$ cat config.mk
export PLATFORM = sky130hd
export DESIGN_NAME = control_circulacion
export DESIGN_NICKNAME = d
export VERILOG_FILES = /design/src/rtl/circulacion_pkg.sv /design/src/rtl/contador_inactividad.sv /design/src/rtl/control_circulacion.sv
export SDC_FILE = /design/constraint.sdc
export NUM_CORES = 1
export LEC_CHECK = 0
export BUFFER_PORTS_ARGS = -buffer_cell sky130_fd_sc_hd__buf_2
export CAP_MARGIN = 20
export CORE_ASPECT_RATIO = 1.4
export CORE_MARGIN = 1
export CORE_UTILIZATION = 40
export DETAILED_ROUTE_END_ITERATION = 16
export MAX_ROUTING_LAYER = met4
export PLACE_DENSITY = 0.72
export SYNTH_ARGS = -nofsm -noshare
export SYNTH_HDL_FRONTEND = slang
export SYNTH_SLANG_ARGS = --single-unit
$ cat constraint.sdc
create_clock -name clk -period 1.3 [get_ports clk]
set_input_delay 0 -clock clk [delete_from_list [all_inputs] [get_ports clk]]
set_output_delay 0 -clock clk [all_outputs]
set_load 0.03 [all_outputs]
$ cat src/rtl/circulacion_pkg.sv
// Shared types and sizes for the lane-routing sequencing controller.
package circulacion_pkg;

    localparam int unsigned NUM_LANES = 4;
    localparam int unsigned UMBRAL_W  = 3;

    typedef enum logic [2:0] {
        RESET   = 3'd0,
        INIT    = 3'd1,
        IDLE_ST = 3'd2,
        ACTIVE  = 3'd3,
        ERROR   = 3'd4
    } estado_t;

endpackage

$ cat src/rtl/contador_inactividad.sv
// Quiet-cycle counter: measures how long ACTIVE has seen no lane traffic.
module contador_inactividad
    import circulacion_pkg::*;
#(
    parameter int unsigned IDLE_WAIT = 4
) (
    input  logic clk,
    input  logic reset,
    input  logic enable,
    input  logic quiet,
    output logic done
);

    localparam logic [3:0] LAST = 4'(IDLE_WAIT - 1);

    logic [3:0] cnt_q, cnt_d;

    // Saturates at LAST so done stays asserted for as long as the lanes stay quiet.
    always_comb begin
        cnt_d = 4'd0;
        if (enable && quiet) begin
            cnt_d = (cnt_q == LAST) ? LAST : cnt_q + 4'd1;
        end
    end

    always_ff @(posedge clk) begin
        if (reset) begin
            cnt_q <= 4'd0;
        end else begin
            cnt_q <= cnt_d;
        end
    end

    assign done = quiet && (cnt_q == LAST);

endmodule

$ cat src/rtl/control_circulacion.sv
// Sequencing controller: drives the shared IDLE routing select, latches FIFO
// thresholds and records FIFO errors for the 4-lane PHY routing stage.
module control_circulacion
    import circulacion_pkg::*;
#(
    parameter int unsigned IDLE_WAIT = 4
) (
    input  logic                 clk,
    input  logic                 reset,
    input  logic                 init,
    input  logic [UMBRAL_W-1:0]  umbral_alto_in,
    input  logic [UMBRAL_W-1:0]  umbral_bajo_in,
    input  logic [NUM_LANES-1:0] valid_in,
    input  logic [NUM_LANES-1:0] fifo_empty,
    input  logic [NUM_LANES-1:0] fifo_error,
    output logic                 IDLE,
    output logic [2:0]           estado,
    output logic [UMBRAL_W-1:0]  umbral_alto_out,
    output logic [UMBRAL_W-1:0]  umbral_bajo_out,
    output logic [NUM_LANES-1:0] error_out,
    output logic                 cfg_error
);

    estado_t                state_q, state_d;
    logic [UMBRAL_W-1:0]    alto_q, alto_d;
    logic [UMBRAL_W-1:0]    bajo_q, bajo_d;
    logic [NUM_LANES-1:0]   err_q, err_d;
    logic                   cfg_q, cfg_d;
    logic                   quiet;
    logic                   done;
    logic                   any_err;

    assign quiet   = (&fifo_empty) && !(|valid_in);
    assign any_err = |fifo_error;

    contador_inactividad #(
        .IDLE_WAIT (IDLE_WAIT)
    ) u_contador (
        .clk    (clk),
        .reset  (reset),
        .enable (state_q == ACTIVE),
        .quiet  (quiet),
        .done   (done)
    );

    always_comb begin
        state_d = state_q;
        alto_d  = alto_q;
        bajo_d  = bajo_q;
        err_d   = err_q;
        cfg_d   = cfg_q;

        // A FIFO error pre-empts every other transition, including init.
        if (any_err && (state_q inside {INIT, IDLE_ST, ACTIVE})) begin
            state_d = ERROR;
            err_d   = err_q | fifo_error;
        end else begin
            case (state_q)
                RESET: state_d = INIT;
                INIT: begin
                    alto_d = umbral_alto_in;
                    bajo_d = umbral_bajo_in;
                    if (!init) begin
                        if (umbral_bajo_in > umbral_alto_in) begin
                            state_d = ERROR;
                            cfg_d   = 1'b1;
                        end else begin
                            state_d = IDLE_ST;
                        end
                    end
                end
                IDLE_ST: begin
                    if (init) begin
                        state_d = INIT;
                    end else if (!(&fifo_empty)) begin
                        state_d = ACTIVE;
                    end
                end
                ACTIVE: begin
                    if (init) begin
                        state_d = INIT;
                    end else if (done) begin
                        state_d = IDLE_ST;
                    end
                end
                ERROR:   err_d   = err_q | fifo_error;
                default: state_d = RESET;
            endcase
        end
    end

    always_ff @(posedge clk) begin
        if (reset) begin
            state_q <= RESET;
            alto_q  <= '0;
            bajo_q  <= '0;
            err_q   <= '0;
            cfg_q   <= 1'b0;
        end else begin
            state_q <= state_d;
            alto_q  <= alto_d;
            bajo_q  <= bajo_d;
            err_q   <= err_d;
            cfg_q   <= cfg_d;
        end
    end

    assign IDLE            = (state_q == IDLE_ST);
    assign estado          = state_q;
    assign umbral_alto_out = alto_q;
    assign umbral_bajo_out = bajo_q;
    assign error_out       = err_q;
    assign cfg_error       = cfg_q;

endmodule

-- After elaboration in Yosys (flattened, before gate mapping)
Cells that the tools add are included.
- $add $sub $neg: 1
- multiply operators: 0
- div/mod/pow operators: 0
- order comparisons: 1
- eq/ne operators: 12
- shift-type cells: 0
- multiplexer cells: 11
- bitwise gates (word level): 5
- reduce and logical (&&, ||, !) cells: 18
- operator list (cell ; count):
    two-way mux 3 bit ; 7
    AND reduction 4 bit ; 4
    case mux 3 bit (5 select lines) ; 1
    two-way mux 4 bit ; 2
    OR reduction 4 bit ; 2
    == test 3 x 2 -> 1 bit (second input constant) ; 2
    != test 3 bit (second input constant) ; 2
    adder 4 x 1 -> 4 bit (second input constant) ; 1
    == test 4 x 2 -> 1 bit (second input constant) ; 1
    logical AND 1 bit ; 4
    != test 2 bit (second input constant) ; 2
    != test 4 x 3 -> 1 bit (second input constant) ; 1
    != test 4 bit (second input constant) ; 1
    NOT 1 bit ; 4
    bitwise OR 4 bit ; 1
    OR reduction 2 bit ; 2
    == test 3 x 1 -> 1 bit (second input constant) ; 1
    == test 3 bit (second input constant) ; 1
    > comparator 3 bit ; 1
    zero test 3 bit ; 1
    != test 3 x 2 -> 1 bit (second input constant) ; 1
    nonzero test 3 bit ; 1
    OR reduction 3 bit ; 1
    two-way mux 2 bit ; 1
    other kinds (3) ; 3
- register bits after elaboration: 18
- latch bits: 0
- memory bits (writable): 0
- memory bits (read-only): 0
- input port bits: 21
- output and inout bits: 15
- logic and storage cells: 56
- memories: 0

-- Longest topological paths before layout
- depth in word-level cells: 8
- gate-level depth with buffers: 7
- depth with buffers taken out: 7

-- By module
From an unflattened synthesis, not the netlist that was laid out.
- cells, all modules: 93
- area total of the unflattened synthesis: 848.3 µm²
- by module, submodules not included (module ; times used ; cells each ; area each (µm²) ; seq. area each (µm²)):
    control_circulacion ; 1 ; 74 ; 664.4 ; 280.3
    contador_inactividad ; 1 ; 19 ; 183.9 ; 80.1

-- Worst setup path after synthesis
OpenSTA, ideal clock, no wires.
- path kind: register to register
- start: register state_q[0] (netlist: estado[0])
- end: register state_q[0] (netlist: estado[0])
- setup time: 0.115 ns
- arrival: 1.458 ns
- setup slack: -0.273 ns
- cell stages (with the launch flop): 6
- clock period less this slack: 1.573 ns
- path through: dfxtp_1 -> inv_1 -> a2111o_1 -> a31oi_1 -> mux2i_1 -> nor2_1
- longest elaborated chain between the ends: 4
- elaborated cells between the ends (all ways): 14
- classes of those cells: eq/ne (7); mux (1); bitwise (1); reduce/logical (5)
- RTL lines (what ; RTL line ; source):
    start, declared ; control_circulacion.sv:24 ; estado_t state_q, state_d;
    start signal, assigned ; control_circulacion.sv:100 ; state_q <= state_d;
    == test 3 x 1 -> 1 bit or == test 3 x 2 -> 1 bit (tied branches) ; control_circulacion.sv:54, control_circulacion.sv:58 ;
    nonzero test 3 bit ; control_circulacion.sv:54 ; if (any_err && (state_q inside {INIT, IDLE_ST, ACTIVE})) begin
    logical AND 1 bit ; control_circulacion.sv:54 ;
    OR reduction 2 bit (no source line) ; - ;
Parallel ways exist; a longest one is shown, timed or not.
A chain may end at the register's enable or synchronous reset.

-- Final worst setup path
- start: input init
- end: register state_q[0] (netlist: estado[0])
- longest elaborated chain between the ends: 2
- elaborated cells between the ends (all ways): 7
- classes of those cells: eq/ne (3); mux (3); reduce/logical (1)
- RTL lines (what ; RTL line ; source):
    start, declared ; control_circulacion.sv:10 ; input logic init,
    two-way mux 3 bit, or another cell as far along ; control_circulacion.sv:80 ; if (init) begin
    case mux 3 bit (5 select lines) or AND reduction 4 bit (tied branches) ; - ;
Parallel ways exist; a longest one is shown, timed or not.

==> results.py <==
metrics = {
    "finish": {
        "area_growth_pct": 58.2,
        "fin_area_um2": 1270,
        "num_antenna_cells": 0,
        "nets": 171,
        "drive_gt1_share_pct": 41.4,
        "fillers": 151,
    },
    "global_routing": {
        "grt_start_max_net_pins": 15,
        "grt_pass1_vias": 814,
        "grt_usage_pct": 21.3,
        "grt_pass1_wl_um": 3070,
        "antenna_found_initial": 0,
        "grt.overflow.total": 0,
    },
    "synth": {
        "ys_types": 27,
        "syn_avg_cell_area_um2": 8.81,
        "ys_warn_count": 0,
        "seq_area_frac_synth_pct": 44.9,
        "ys_ff_latch": 18,
        "syn_area_um2": 802,
        "syn_nets": 116,
        "synth_cells": 91,
    },
    "setup_path": {
        "crit_chain": "dlygate4sd3_1 -> buf_2 -> a2111o_1 -> a31oi_1 -> mux2i_1 -> nor2_1",
        "cpPeakStageDelay_ns": 0.54,
        "critPathCaptureType": "register",
        "reg2reg_to": "estado[0]",
        "worstPathRequired_ns": 1.50,
        "startpoint_type": "input pin",
        "r2r-start": "estado[0]",
        "crit_path_end": "estado[0]",
        "reg2reg_slack_ns": -0.0002,
        "cp_max_fo": 4,
        "cp_data_arrival_time_ns": 1.50,
        "critical_path_class": "input pin to register",
        "crit_path_start": "init",
        "cp_slowest_cell": "dlygate4sd3_1",
        "r2r_cells": 5,
    },
    "sta": {
        "hold_viol_final": 0,
        "drv_slew": 0,
        "worst_hold_slack_ns": 0.0323,
        "final.min_clock_period_ns": 1.30,
        "slew_headroom_pct": 81.8,
        "post-route-period-util_pct": 100,
        "setup_slack_ns": -0.000212,
        "tightest_slew_ns": 0.271,
        "rsz0062_at_grt": "yes",
        "finalSetupViolations": 1,
        "clock.fmax_mhz": 769,
        "clock_skew_ns": 0.000960,
    },
    "clock_tree": {
        "clockBufferDepth": 2,
        "cts_sinks": 18,
        "clkSlewWorstSetupHoldPaths_ns": 0.10,
        "cts_max_level": 1,
        "cts-root-buf": "clkbuf_4",
        "cts_tree": "yes",
        "cts_made_buffers": 3,
        "clock_latency_ns": 0.29,
    },
    "route": {
        "totalWireLength_um": 1950,
        "antenna_left": 0,
        "routedWlPerCell_um": 11.8,
        "drc": 0,
        "drtIter0Drc": 6,
        "viasPerCell": 5.10,
        "vias": 841,
        "first_pass_iters": 4,
    },
    "die": {
        "initial_utilization_pct": 44.0,
        "die_y_um": 55.0,
        "die_area_um2": 2190,
        "coreArea_um2": 1820,
        "die_x_um": 39.8,
        "ios": 36,
        "rows": 18,
    },
    "min_path": {
        "worstHoldPathCells": 2,
        "hp-class": "input pin to register",
    },
    "outcome": {
        "violations": "negative setup slack",
        "outcome": "finished, violations left",
    },
    "place": {
        "place_congestion": 0.727,
        "place_area_um2": 1040,
        "dpl.hpwl_um": 1340,
        "io_buffers": 35,
    },
    "power_and_ir_drop": {
        "max-vdd-ir-drop_mv": 0.762,
        "power.density_nw_per_um2": 1330,
        "power_leakage_uw": 0.000627,
    },
    "flow_run": {
        "drv_cap": 0,
    },
}
==> cell usage in the layout (no fill, tap or decap), drive strengths merged, types with 3 or more instances in the layout <==
cell / instances
buf: 41
dfxtp: 18
nor2: 18
dlygate4sd3: 11
mux2i: 7
a21oi: 9
inv: 7
nor4: 3
clkbuf: 4
ha: 4
==> sequential cells by signal, summed over array words and instances (netlist names) <==
signal	cells
error_out	4
umbral_alto_out	3
estado	3
u_contador.cnt_q	4
cfg_error	1
umbral_bajo_out	3
==> metrics by stage <==
step	setup TNS, ns	std cells	power [uW]	worst slack [ns]	utilization (%)
floorplan	-0.0389	91	1030	-0.0389	-
global placement	-0.0545	148	1180	-0.0244	57.3
detailed placement	-0.155	148	1190	-0.0798	57.3
CTS	-0.00581	165	1610	-0.00581	66.8
global route	-0.152	165	1780	-0.0747	69.5
finish	-0.000212	165	1680	-0.000212	69.5
==> routing by layer <==
| layer | routed length (um) | global-route usage [%] | part of all wire, % | vias up |
|---|---|---|---|---|
| met5 | 0 | - | 0 | - |
| met4 | 40 | 10.3 | 2.1 | 0 |
| met3 | 94 | 2.40 | 4.8 | 6 |
| met2 | 1010 | 38.3 | 52 | 32 |
| met1 | 802 | 22.4 | 41 | 374 |
| li1 | - | - | - | 429 |
==> logic make-up (layout without fill, tap and decap cells) <==
family          Yosys count  in the layout  share of synthesized area, %
simple gates             37             37                          23.4
flops                    18             18                          44.9
compound gates           14             14                          10.1
buf+inv                   9             63                          4.37
mux                       7              7                          8.74
fa+ha+maj                 4              4                          6.24
xor+xnor                  2              2                          2.18
==> timing repair <==
item / in CTS / in global routing
hold endpoints to repair: 11 / 0
pin swaps: 0 / 2
endpoints found under the setup margin: 1 / 8
gates resized for setup: 0 / 10
buffers inserted: 2 / 0
hold buffers: 11 / 0
==> worst max-delay path: cells and delay by family <==
| kind | cells | cell delay, ns |
|---|---|---|
| buffers and inverters | 2 | 0.69 |
| AO/OA/AOI/OAI | 2 | 0.55 |
| multiplexers | 1 | 0.20 |
| AND/OR/NAND/NOR | 1 | 0.05 |
==> worst min path at each step <==
stage / start / to / slack (ns)
2_1_floorplan: reset / estado[2] / 0.06
3_3_place_gp: init / estado[1] / 0.22
3_5_place_dp: init / estado[1] / 0.22
4_1_cts: reset / umbral_bajo_out[1] / 0.04
5_1_grt: reset / estado[2] / 0.05
6_report: reset / estado[2] / 0.03
==> power breakdown <==
part           internal, uW  leakage (uW)  switching (uW)
combinational           288      0.000458             362
clock                   171     0.0000210             175
sequential              626      0.000148            59.9
total                  1080      0.000627             597
==> layout make-up <==
class / instances / area (um2) / share of cell area [%]
multi-input cells: 64 / 457 / 36.0
repair buffers: 52 / 355 / 28.0
flip-flops and latches: 18 / 369 / 29.1
well taps: 20 / 25.0 / 1.97
inverters: 7 / 26.3 / 2.07
clock buffers: 4 / 36.3 / 2.86
==> synth_stat cells (all sizes together) <==
cell type  count  area share [%]
dfxtp         18              45
nor2          18             8.4
a21oi          9             5.6
inv            7             3.3
mux2i          7             8.7
ha             4             6.2
nor4           3             3.1
nand2          2            0.94
nand2b         2             1.6
nand3          2             1.2
nor2b          2             1.6
nor3           2             1.2
or4            2             1.9
a2111o         1             1.4
a31oi          1            0.78
buf            1            0.62
clkbuf         1            0.47
nand3b         1            0.94
nand4          1            0.78
nor3b          1            0.94
o21a           1            0.94
o21ai          1            0.62
o22ai          1            0.78
or2            1            0.78
xnor2          1             1.1
xor2           1             1.1
No activity file was read; power rests on OpenSTA's default activity.
